### src/rtl/exec_if.sv
// Request/result handshake bundle between a client and exec_unit.
interface exec_if #(parameter int WIDTH = 32);
  logic             in_valid;
  logic             in_ready;
  logic [3:0]       opcode;
  logic [WIDTH-1:0] A;
  logic [WIDTH-1:0] B;
  logic [15:0]      imm16;
  logic             use_imm;
  logic             out_valid;
  logic             out_ready;
  logic [WIDTH-1:0] result;
  logic             flag_z;
  logic             flag_c;
  logic             flag_v;
  logic             err;
  logic             bus_en;

  modport master (
    output in_valid, opcode, A, B, imm16, use_imm, out_ready,
    input  in_ready, out_valid, result, flag_z, flag_c, flag_v, err, bus_en
  );

  modport slave (
    input  in_valid, opcode, A, B, imm16, use_imm, out_ready,
    output in_ready, out_valid, result, flag_z, flag_c, flag_v, err, bus_en
  );
endinterface

### src/rtl/exec_unit.sv
// Single-issue execution unit: 1-cycle ALU ops, bit-serial shifts (one bit per
// cycle), result held in DONE until the consumer takes it.
module exec_unit #(
  parameter int WIDTH = 32
) (
  input logic   clk,
  input logic   rst_n,
  exec_if.slave bus
);

  typedef enum logic [1:0] {IDLE, SHIFT, DONE} state_t;

  typedef struct packed {
    logic             err;
    logic             c;
    logic             v;
    logic [WIDTH-1:0] res;
  } alu_t;

  state_t           state, state_nx;
  logic [3:0]       op_q;
  logic [WIDTH-1:0] sh_q;
  logic [WIDTH-1:0] sh_nx;
  logic [4:0]       cnt_q;
  logic [WIDTH-1:0] b_eff;
  logic [4:0]       amt;
  logic             is_shift;
  logic             go_shift;
  alu_t             alu_r;

  function automatic alu_t alu(input logic [3:0] op,
                               input logic [WIDTH-1:0] a,
                               input logic [WIDTH-1:0] b);
    alu_t           r;
    logic [WIDTH:0] sum, dif, rdif;
    sum  = {1'b0, a} + {1'b0, b};
    dif  = {1'b0, a} + {1'b0, ~b} + (WIDTH+1)'(1);
    rdif = {1'b0, b} + {1'b0, ~a} + (WIDTH+1)'(1);
    r    = '0;
    case (op)
      4'd0: begin
        r.res = sum[WIDTH-1:0];
        r.c   = sum[WIDTH];
        r.v   = (a[WIDTH-1] == b[WIDTH-1]) && (sum[WIDTH-1] != a[WIDTH-1]);
      end
      4'd1: begin
        r.res = dif[WIDTH-1:0];
        r.c   = dif[WIDTH];
        r.v   = (a[WIDTH-1] != b[WIDTH-1]) && (dif[WIDTH-1] != a[WIDTH-1]);
      end
      4'd2:  r.res = a & b;
      4'd3:  r.res = a | b;
      4'd4:  r.res = a ^ b;
      4'd5:  r.res = ~(a | b);
      4'd6:  r.res = ~a;
      4'd7:  r.res = a;
      4'd8:  r.res = b;
      4'd9:  r.res = {b[15:0], 16'h0000};
      // Raw sign of the difference, deliberately without overflow correction
      4'd10: r.res = {{(WIDTH-1){1'b0}}, dif[WIDTH-1]};
      4'd11: r.res = {{(WIDTH-1){1'b0}}, rdif[WIDTH-1]};
      4'd12, 4'd13, 4'd14: r.res = a;
      default: r.err = 1'b1;
    endcase
    return r;
  endfunction

  function automatic logic [WIDTH-1:0] shift_step(input logic [3:0] op,
                                                  input logic [WIDTH-1:0] v);
    case (op)
      4'd12:   return {v[WIDTH-2:0], 1'b0};
      4'd13:   return {1'b0, v[WIDTH-1:1]};
      default: return {v[WIDTH-1], v[WIDTH-1:1]};
    endcase
  endfunction

  assign b_eff    = bus.use_imm ? {{(WIDTH-16){bus.imm16[15]}}, bus.imm16} : bus.B;
  assign amt      = b_eff[4:0];
  assign is_shift = (bus.opcode == 4'd12) || (bus.opcode == 4'd13) || (bus.opcode == 4'd14);
  assign go_shift = is_shift && (amt != 5'd0);
  assign alu_r    = alu(bus.opcode, bus.A, b_eff);
  assign sh_nx    = shift_step(op_q, sh_q);

  assign bus.in_ready  = (state == IDLE);
  assign bus.out_valid = (state == DONE);
  assign bus.bus_en    = (state == DONE);

  always_ff @(posedge clk or negedge rst_n) begin
    if (!rst_n) state <= IDLE;
    else        state <= state_nx;
  end

  always_comb begin
    state_nx = state;
    case (state)
      IDLE:    if (bus.in_valid) state_nx = go_shift ? SHIFT : DONE;
      SHIFT:   if (cnt_q == 5'd1) state_nx = DONE;
      DONE:    if (bus.out_ready) state_nx = IDLE;
      default: state_nx = IDLE;
    endcase
  end

  // Datapath: operands latched on accept, outputs loaded only when entering DONE
  always_ff @(posedge clk or negedge rst_n) begin
    if (!rst_n) begin
      op_q       <= '0;
      sh_q       <= '0;
      cnt_q      <= '0;
      bus.result <= '0;
      bus.flag_z <= 1'b0;
      bus.flag_c <= 1'b0;
      bus.flag_v <= 1'b0;
      bus.err    <= 1'b0;
    end else begin
      case (state)
        IDLE: if (bus.in_valid) begin
          op_q  <= bus.opcode;
          sh_q  <= bus.A;
          cnt_q <= amt;
          if (!go_shift) begin
            bus.result <= alu_r.res;
            bus.flag_z <= (alu_r.res == '0);
            bus.flag_c <= alu_r.c;
            bus.flag_v <= alu_r.v;
            bus.err    <= alu_r.err;
          end
        end
        SHIFT: begin
          sh_q  <= sh_nx;
          cnt_q <= cnt_q - 5'd1;
          if (cnt_q == 5'd1) begin
            bus.result <= sh_nx;
            bus.flag_z <= (sh_nx == '0);
            bus.flag_c <= 1'b0;
            bus.flag_v <= 1'b0;
            bus.err    <= 1'b0;
          end
        end
        default: ;
      endcase
    end
  end

endmodule

### src/flat_wrapper.sv
// flat-port wrapper written by rule: the top's interface ports become plain ports
module exec_unit_flat 
#(
  parameter int WIDTH = 32
)
  (clk, rst_n, bus_in_valid, bus_opcode, bus_A, bus_B, bus_imm16, bus_use_imm, bus_out_ready, bus_in_ready, bus_out_valid, bus_result, bus_flag_z, bus_flag_c, bus_flag_v, bus_err, bus_bus_en);
  exec_if #(.WIDTH(WIDTH)) bus_i ();
  input logic clk;
  input logic rst_n;
  input wire logic [$bits(bus_i.in_valid)-1:0] bus_in_valid;
  input wire logic [$bits(bus_i.opcode)-1:0] bus_opcode;
  input wire logic [$bits(bus_i.A)-1:0] bus_A;
  input wire logic [$bits(bus_i.B)-1:0] bus_B;
  input wire logic [$bits(bus_i.imm16)-1:0] bus_imm16;
  input wire logic [$bits(bus_i.use_imm)-1:0] bus_use_imm;
  input wire logic [$bits(bus_i.out_ready)-1:0] bus_out_ready;
  output wire logic [$bits(bus_i.in_ready)-1:0] bus_in_ready;
  output wire logic [$bits(bus_i.out_valid)-1:0] bus_out_valid;
  output wire logic [$bits(bus_i.result)-1:0] bus_result;
  output wire logic [$bits(bus_i.flag_z)-1:0] bus_flag_z;
  output wire logic [$bits(bus_i.flag_c)-1:0] bus_flag_c;
  output wire logic [$bits(bus_i.flag_v)-1:0] bus_flag_v;
  output wire logic [$bits(bus_i.err)-1:0] bus_err;
  output wire logic [$bits(bus_i.bus_en)-1:0] bus_bus_en;
  assign bus_i.in_valid = bus_in_valid;
  assign bus_i.opcode = bus_opcode;
  assign bus_i.A = bus_A;
  assign bus_i.B = bus_B;
  assign bus_i.imm16 = bus_imm16;
  assign bus_i.use_imm = bus_use_imm;
  assign bus_i.out_ready = bus_out_ready;
  assign bus_in_ready = bus_i.in_ready;
  assign bus_out_valid = bus_i.out_valid;
  assign bus_result = bus_i.result;
  assign bus_flag_z = bus_i.flag_z;
  assign bus_flag_c = bus_i.flag_c;
  assign bus_flag_v = bus_i.flag_v;
  assign bus_err = bus_i.err;
  assign bus_bus_en = bus_i.bus_en;
  exec_unit #(.WIDTH(WIDTH)) u_core (.clk(clk), .rst_n(rst_n), .bus(bus_i));
endmodule
### config.mk
export PLATFORM = sky130hd
export DESIGN_NAME = exec_unit_flat
export DESIGN_NICKNAME = d
export VERILOG_FILES = /design/src/rtl/exec_if.sv /design/src/rtl/exec_unit.sv /design/src/flat_wrapper.sv
export SDC_FILE = /design/constraint.sdc
export NUM_CORES = 1
export LEC_CHECK = 0
export CORE_MARGIN = 3
export CORE_UTILIZATION = 54
export DETAILED_ROUTE_END_ITERATION = 12
export PLACE_DENSITY = 0.92
export SETUP_SLACK_MARGIN = 0.3
export SLEW_MARGIN = 40
export SYNTH_ARGS = -nofsm -noshare
export SYNTH_HDL_FRONTEND = slang
export SYNTH_SLANG_ARGS = --single-unit
### constraint.sdc
create_clock -name clk -period 2.6 [get_ports clk]
set_clock_uncertainty 0.2 [all_clocks]
set_input_delay 0.26 -clock clk [delete_from_list [all_inputs] [get_ports clk]]
set_output_delay 0.26 -clock clk [all_outputs]
set_load 0.02 [all_outputs]
==> results of run 1 <==
==> stage by stage <==
step                std cells  instance area [sq um]  utilization (%)  TNS, ps
detailed placement       2558                  18100             81.7   -58320
floorplan                1698                  12500                -   -17650
global placement         2558                  18100             81.7   -49890
CTS                      2649                  20800             94.1   -22920
==> metal layers <==
layer,global-route usage (%),overflow
met5,68.5,15
met4,103,326
met3,84.6,80
met2,107,547
met1,88.1,68
==> what timing repair did <==
action | 4_1_cts
pin swaps | 131
setup endpoints to repair | 37
buffers inserted | 73
gates cloned | 1
hold buffers | 1
gates resized for setup | 402
hold endpoints to repair | 79
==> kinds of logic after synthesis <==
logic type	synth area share, %
DFF	16.1
muxes	3.03
buffers and inverters	6.97
and+or+nand+nor	23.6
AOI/OAI and AO/OA	32.0
xor gates and xnor gates	1.36
adders and majority gates	16.9
==> flow_summary_export.csv, run 1 <==
group,metric,value,unit
yosys,syn_nets,1951,
yosys,synthMostInstantiatedCell,"nand2_1",
clock_network,ctsLongestPathBuffers,2,
global_route,grt.overflow.total,1036,
yosys,ys.flop_type,"dfrtp_1",
clock_network,cts_inserted_buffers,9,
clock_network,cts_sinks,79,
run_status,error,"[ERROR GRT-0116] Global routing finished with congestion. Check the congestion regions in the DRC Viewer.",
floorplan,dieWidth,157,microns
yosys,synth_cells,1698,
yosys,synth_area_per_cell,7.22,sq um
yosys,synth_seq_cells,79,
place,dp_hpwl,52900,microns
place,io_buffers,127,
floorplan,start_util,55.5,%
run_status,failing_step,"5_1_grt",
yosys,synth_common_cells,"nand2_1 (185), a21oi_1 (180), ha_1 (162)",
global_route,grt_pass1_wl,177000,microns
floorplan,die_h,157,microns
yosys,synth-seq-area-share,16.1,%
yosys,synth_edf_count,0,
yosys,synthTopCellsByArea,"ha_1 (17%), dfrtp_1 (16%), a21oi_1 (7.3%)",
run_status,status,"aborted with a tool error",
yosys,syn-cell-area,12300,sq um
yosys,yosys_warnings,0,
yosys,yosys.area.top_type_share,16.5,%
yosys,yosys.area.top_type,"ha_1",
global_route,grt_pass1_vias,26300,
yosys,async_reset_ff_share,100,%
place,post-place-ws,-2370,ps
floorplan,ioPinCount,128,
clock_network,cts_root_buffer,"clkbuf_16",
global_route,grt_use_total,94.1,%
floorplan,rows,54,
yosys,synth.distinct_cells,95,
place,gp_routability_congestion,1.27,
global_route,grt_max_degree,80,
clock_network,h-tree-depth,3,
==> run 2: changes to the inputs <==
--- a/config.mk
+++ b/config.mk
@@ -6,10 +6,9 @@
 export NUM_CORES = 1
 export LEC_CHECK = 0
 export CORE_MARGIN = 3
-export CORE_UTILIZATION = 54
+export CORE_UTILIZATION = 40
 export DETAILED_ROUTE_END_ITERATION = 12
-export PLACE_DENSITY = 0.92
-export SETUP_SLACK_MARGIN = 0.3
+export PLACE_DENSITY_LB_ADDON = 0.15
 export SLEW_MARGIN = 40
 export SYNTH_ARGS = -nofsm -noshare
 export SYNTH_HDL_FRONTEND = slang
==> constraint.sdc (replaced) <==
create_clock -name clk -period 3.4 [get_ports clk]
set_clock_uncertainty 0.2 [all_clocks]
set_input_delay 0.34 -clock clk [delete_from_list [all_inputs] [get_ports clk]]
set_output_delay 0.34 -clock clk [all_outputs]
set_load 0.02 [all_outputs]
==> run 2 against run 1 <==
The flow now finishes, with violations (negative setup slack). Synthesized cell count stayed put. Synthesized area unchanged.
==> flow_summary_export.csv, run 2 <==
group,metric,value,unit
place,io_buffers,127,
yosys,syn_nets,1951,
route,vias,16800,
sta,tightest_slew,756,ps
layout,final_nets,2645,
pwr,switching_share,46.1,%
worst_setup_path,slowest_stage,"clkdlybuf4s50_1",
yosys,synth.distinct_cells,95,
route,drc_errors,0,
sta,period_share,119,%
sta,hold_slack,286,ps
worst_setup_path,max_stage_delay,460,ps
clock_network,cts_tree,"done",
sta,slew_viol_final,0,
global_route,grt_use_total,37.9,%
global_route,antenna_found_initial,1,
place,gp_routability_congestion,1.07,
pwr,p_int,4.87,mW
flow_run,max-cap-violations,0,
yosys,yosys_warnings,0,
floorplan,core_area,30000,sq um
place,dp_hpwl,51200,microns
layout,layout_common_cells,"buf_4 (598), nand2_1 (176), nor2_1 (152)",
floorplan,dieWidth,181,microns
route,drtIter0Drc,2306,
yosys,synthMostInstantiatedCell,"nand2_1",
yosys,synth_edf_count,0,
yosys,synth-seq-area-share,16.1,%
yosys,ys.flop_type,"dfrtp_1",
worst_setup_path,crit_buf_inv,4,
route,vias_per_cell,6.04,
layout,antennaDiodeCount,0,
floorplan,start_util,40.9,%
sta,finalWorstSetupSlack,-635,ps
layout,final_core_util,70.3,%
yosys,synth_area_per_cell,7.22,sq um
global_route,grt.overflow.total,0,
pwr,p_comb_share,69.4,%
yosys,synth_seq_cells,79,
yosys,yosys.area.top_type,"ha_1",
yosys,synth_common_cells,"nand2_1 (185), a21oi_1 (180), ha_1 (162)",
clock_network,h-tree-depth,3,
yosys,synthTopCellsByArea,"ha_1 (17%), dfrtp_1 (16%), a21oi_1 (7.3%)",
worst_setup_path,cp-end-kind,"flop",
worst_setup_path,cp_top_family,"simple AND/OR/NAND/NOR gates",
worst_setup_path,crit_type,"in2reg",
route,wl_per_cell,23.6,microns
global_route,grt_pass1_wl,97100,microns
floorplan,ioPinCount,128,
sta,rsz0062_at_grt,"true",
yosys,async_reset_ff_share,100,%
worst_setup_path,crit_required,3460,ps
sta,fmax,0.248,GHz
sta,setup_violations,21,
run_status,violations,"negative setup slack",
route,ant_nets,0,
worst_setup_path,critPathLaunchType,"input pin",
yosys,synth_cells,1698,
clock_network,cts_root_buffer,"clkbuf_16",
clock_network,path_clk_slew,60,ps
pwr,vdd.ir_drop.worst,0.338,mV
worst_setup_path,worst-path-max-fanout,5,
sta,slew_headroom,49.4,%
hold_path,hold_path_class,"reg2reg",
layout,final_common_cell,"buf_4",
floorplan,design.die.area,32800,sq um
layout,largest_registers,"u_core.bus.result: 32 flops, u_core.sh_q: 32 flops, u_core.cnt_q: 5 flops",
pwr,p_leak,9.44,nW
clock_network,cts_inserted_buffers,9,
yosys,yosys.area.top_type_share,16.5,%
route,first_pass_iters,7,
layout,areaGrowthSynthToFinish,71.6,%
layout,layout-drive-gt1-share,40.8,%
run_status,status,"complete, but fails checks",
place,post-place-ws,-1730,ps
pwr,total_power,9.03,mW
yosys,syn-cell-area,12300,sq um
worst_setup_path,arrival,4100,ps
pwr,power_switching,4.16,mW
sta,final-hold-violation-count,0,
global_route,grt_pass1_vias,16100,
route,drt-total-wl,65800,microns
clock_network,cts_sinks,79,
pwr,power_frac_seq,20.1,%
floorplan,die_h,181,microns
worst_setup_path,crit_chain,"clkdlybuf4s50_1, mux2i_1, buf_4, ha_1, buf_4, inv_1, o211ai_1, and3b_2, a221oi_1, o21ai_2, nor4bb_4, nand4_1, nor4_4, and4b_1, nand4_1, o21ai_1",
pwr,p_clk_share,10.6,%
layout,fillers,2482,
worst_setup_path,worst-r2r-setup-slack,-120,ps
clock_network,worstSkewPairLatency,340,ps
sta,min_period,4030,ps
global_route,grt_max_degree,80,
pwr,p_per_area,429,nW/um^2
clock_network,ctsLongestPathBuffers,2,
floorplan,rows,63,
## run 2: cell counts after synthesis
Identical to the previous run, type by type.
## run 2: area by class of cell
cell class / instances / area, sq um / area share [%]
tap: 390 / 488 / 2.32
multi-input combinational: 1403 / 11200 / 53.3
sequential: 79 / 1980 / 9.39
timing repair buffer: 798 / 6680 / 31.7
clock buffer: 12 / 246 / 1.17
clock inverter: 4 / 45.0 / 0.214
inverter: 101 / 385 / 1.83
## run 2: worst register-to-register path, cell delays in order (launching register included)
cell and delay [ps]:
dfrtp_1 370, inv_1 70, ha_1 140, nor4b_1 300, o21ai_0 210, a31oi_2 240, nand4_1 190, nor4_2 320
nor4bb_4 290, nand4_1 220, nor4_4 280, and4b_1 230, nand4_1 200, o21ai_1 180
## run 2: final timing paths
kind	from	endpoint	cells past startpoint
setup / recovery	bus_imm16[5]	u_core.bus.flag_z	16
setup reg to reg	u_core.cnt_q[1]	u_core.bus.flag_z	13
max in group asynchronous	rst_n	u_core.sh_q[30]	2
hold reg to reg	u_core.bus.flag_v	u_core.bus.flag_v	2
min in group asynchronous	rst_n	u_core.cnt_q[4]	2
hold / removal	u_core.bus.flag_v	u_core.bus.flag_v	2
## run 2: cells by family (layout without fill, tap and decap cells)
kind of cell | after synthesis | count (layout) | share of synthesized area, %
adder cells (fa/ha/maj) | 164 | 164 | 16.9
flip-flops | 79 | 79 | 16.1
XOR/XNOR | 19 | 19 | 1.36
AO/OA/AOI/OAI | 595 | 595 | 32.0
multiplexers | 36 | 36 | 3.03
buffers and inverters | 216 | 915 | 6.97
AND/OR/NAND/NOR | 589 | 589 | 23.6
## run 2: through the flow
| step | cells | instance area [sq um] | TNS, ps |
|---|---|---|---|
| 2_1_floorplan | 1698 | 12400 | -1450 |
| 3_3_place_gp | 2684 | 18300 | -31530 |
| 3_5_place_dp | 2684 | 18300 | -33920 |
| 4_1_cts | 2770 | 20400 | -3400 |
| 5_1_grt | 2787 | 21000 | -6470 |
| 6_report | 2787 | 21000 | -5510 |
## run 2: power groups by stage
stage | Clock, mW | Sequential (mW) | Combinational, mW
global route | 1.00 | 1.87 | 6.65
finish | 0.955 | 1.81 | 6.26
floorplan | 0 | 1.93 | 2.52
global placement | 0 | 1.79 | 5.20
CTS | 0.964 | 1.80 | 5.81
detailed placement | 0 | 1.81 | 5.26
## run 2: layer usage
layer	vias to the layer above	share of wire (%)	GRT usage [%]
met5	-	0.041	0
met2	1045	42	56.7
li1	7622	-	-
met4	4	5.0	15.1
met1	7974	43	53.9
met3	198	10	6.99
## run 2: what timing repair did
| action | in CTS | in global routing |
|---|---|---|
| endpoints found under the setup margin | 31 | 25 |
| gates resized for setup | 310 | 135 |
| hold buffers | 1 | 0 |
| endpoints found under the hold margin | 79 | 0 |
| pin swaps | 92 | 62 |
| buffers inserted | 75 | 21 |
No activity file was read; power rests on OpenSTA's default activity.
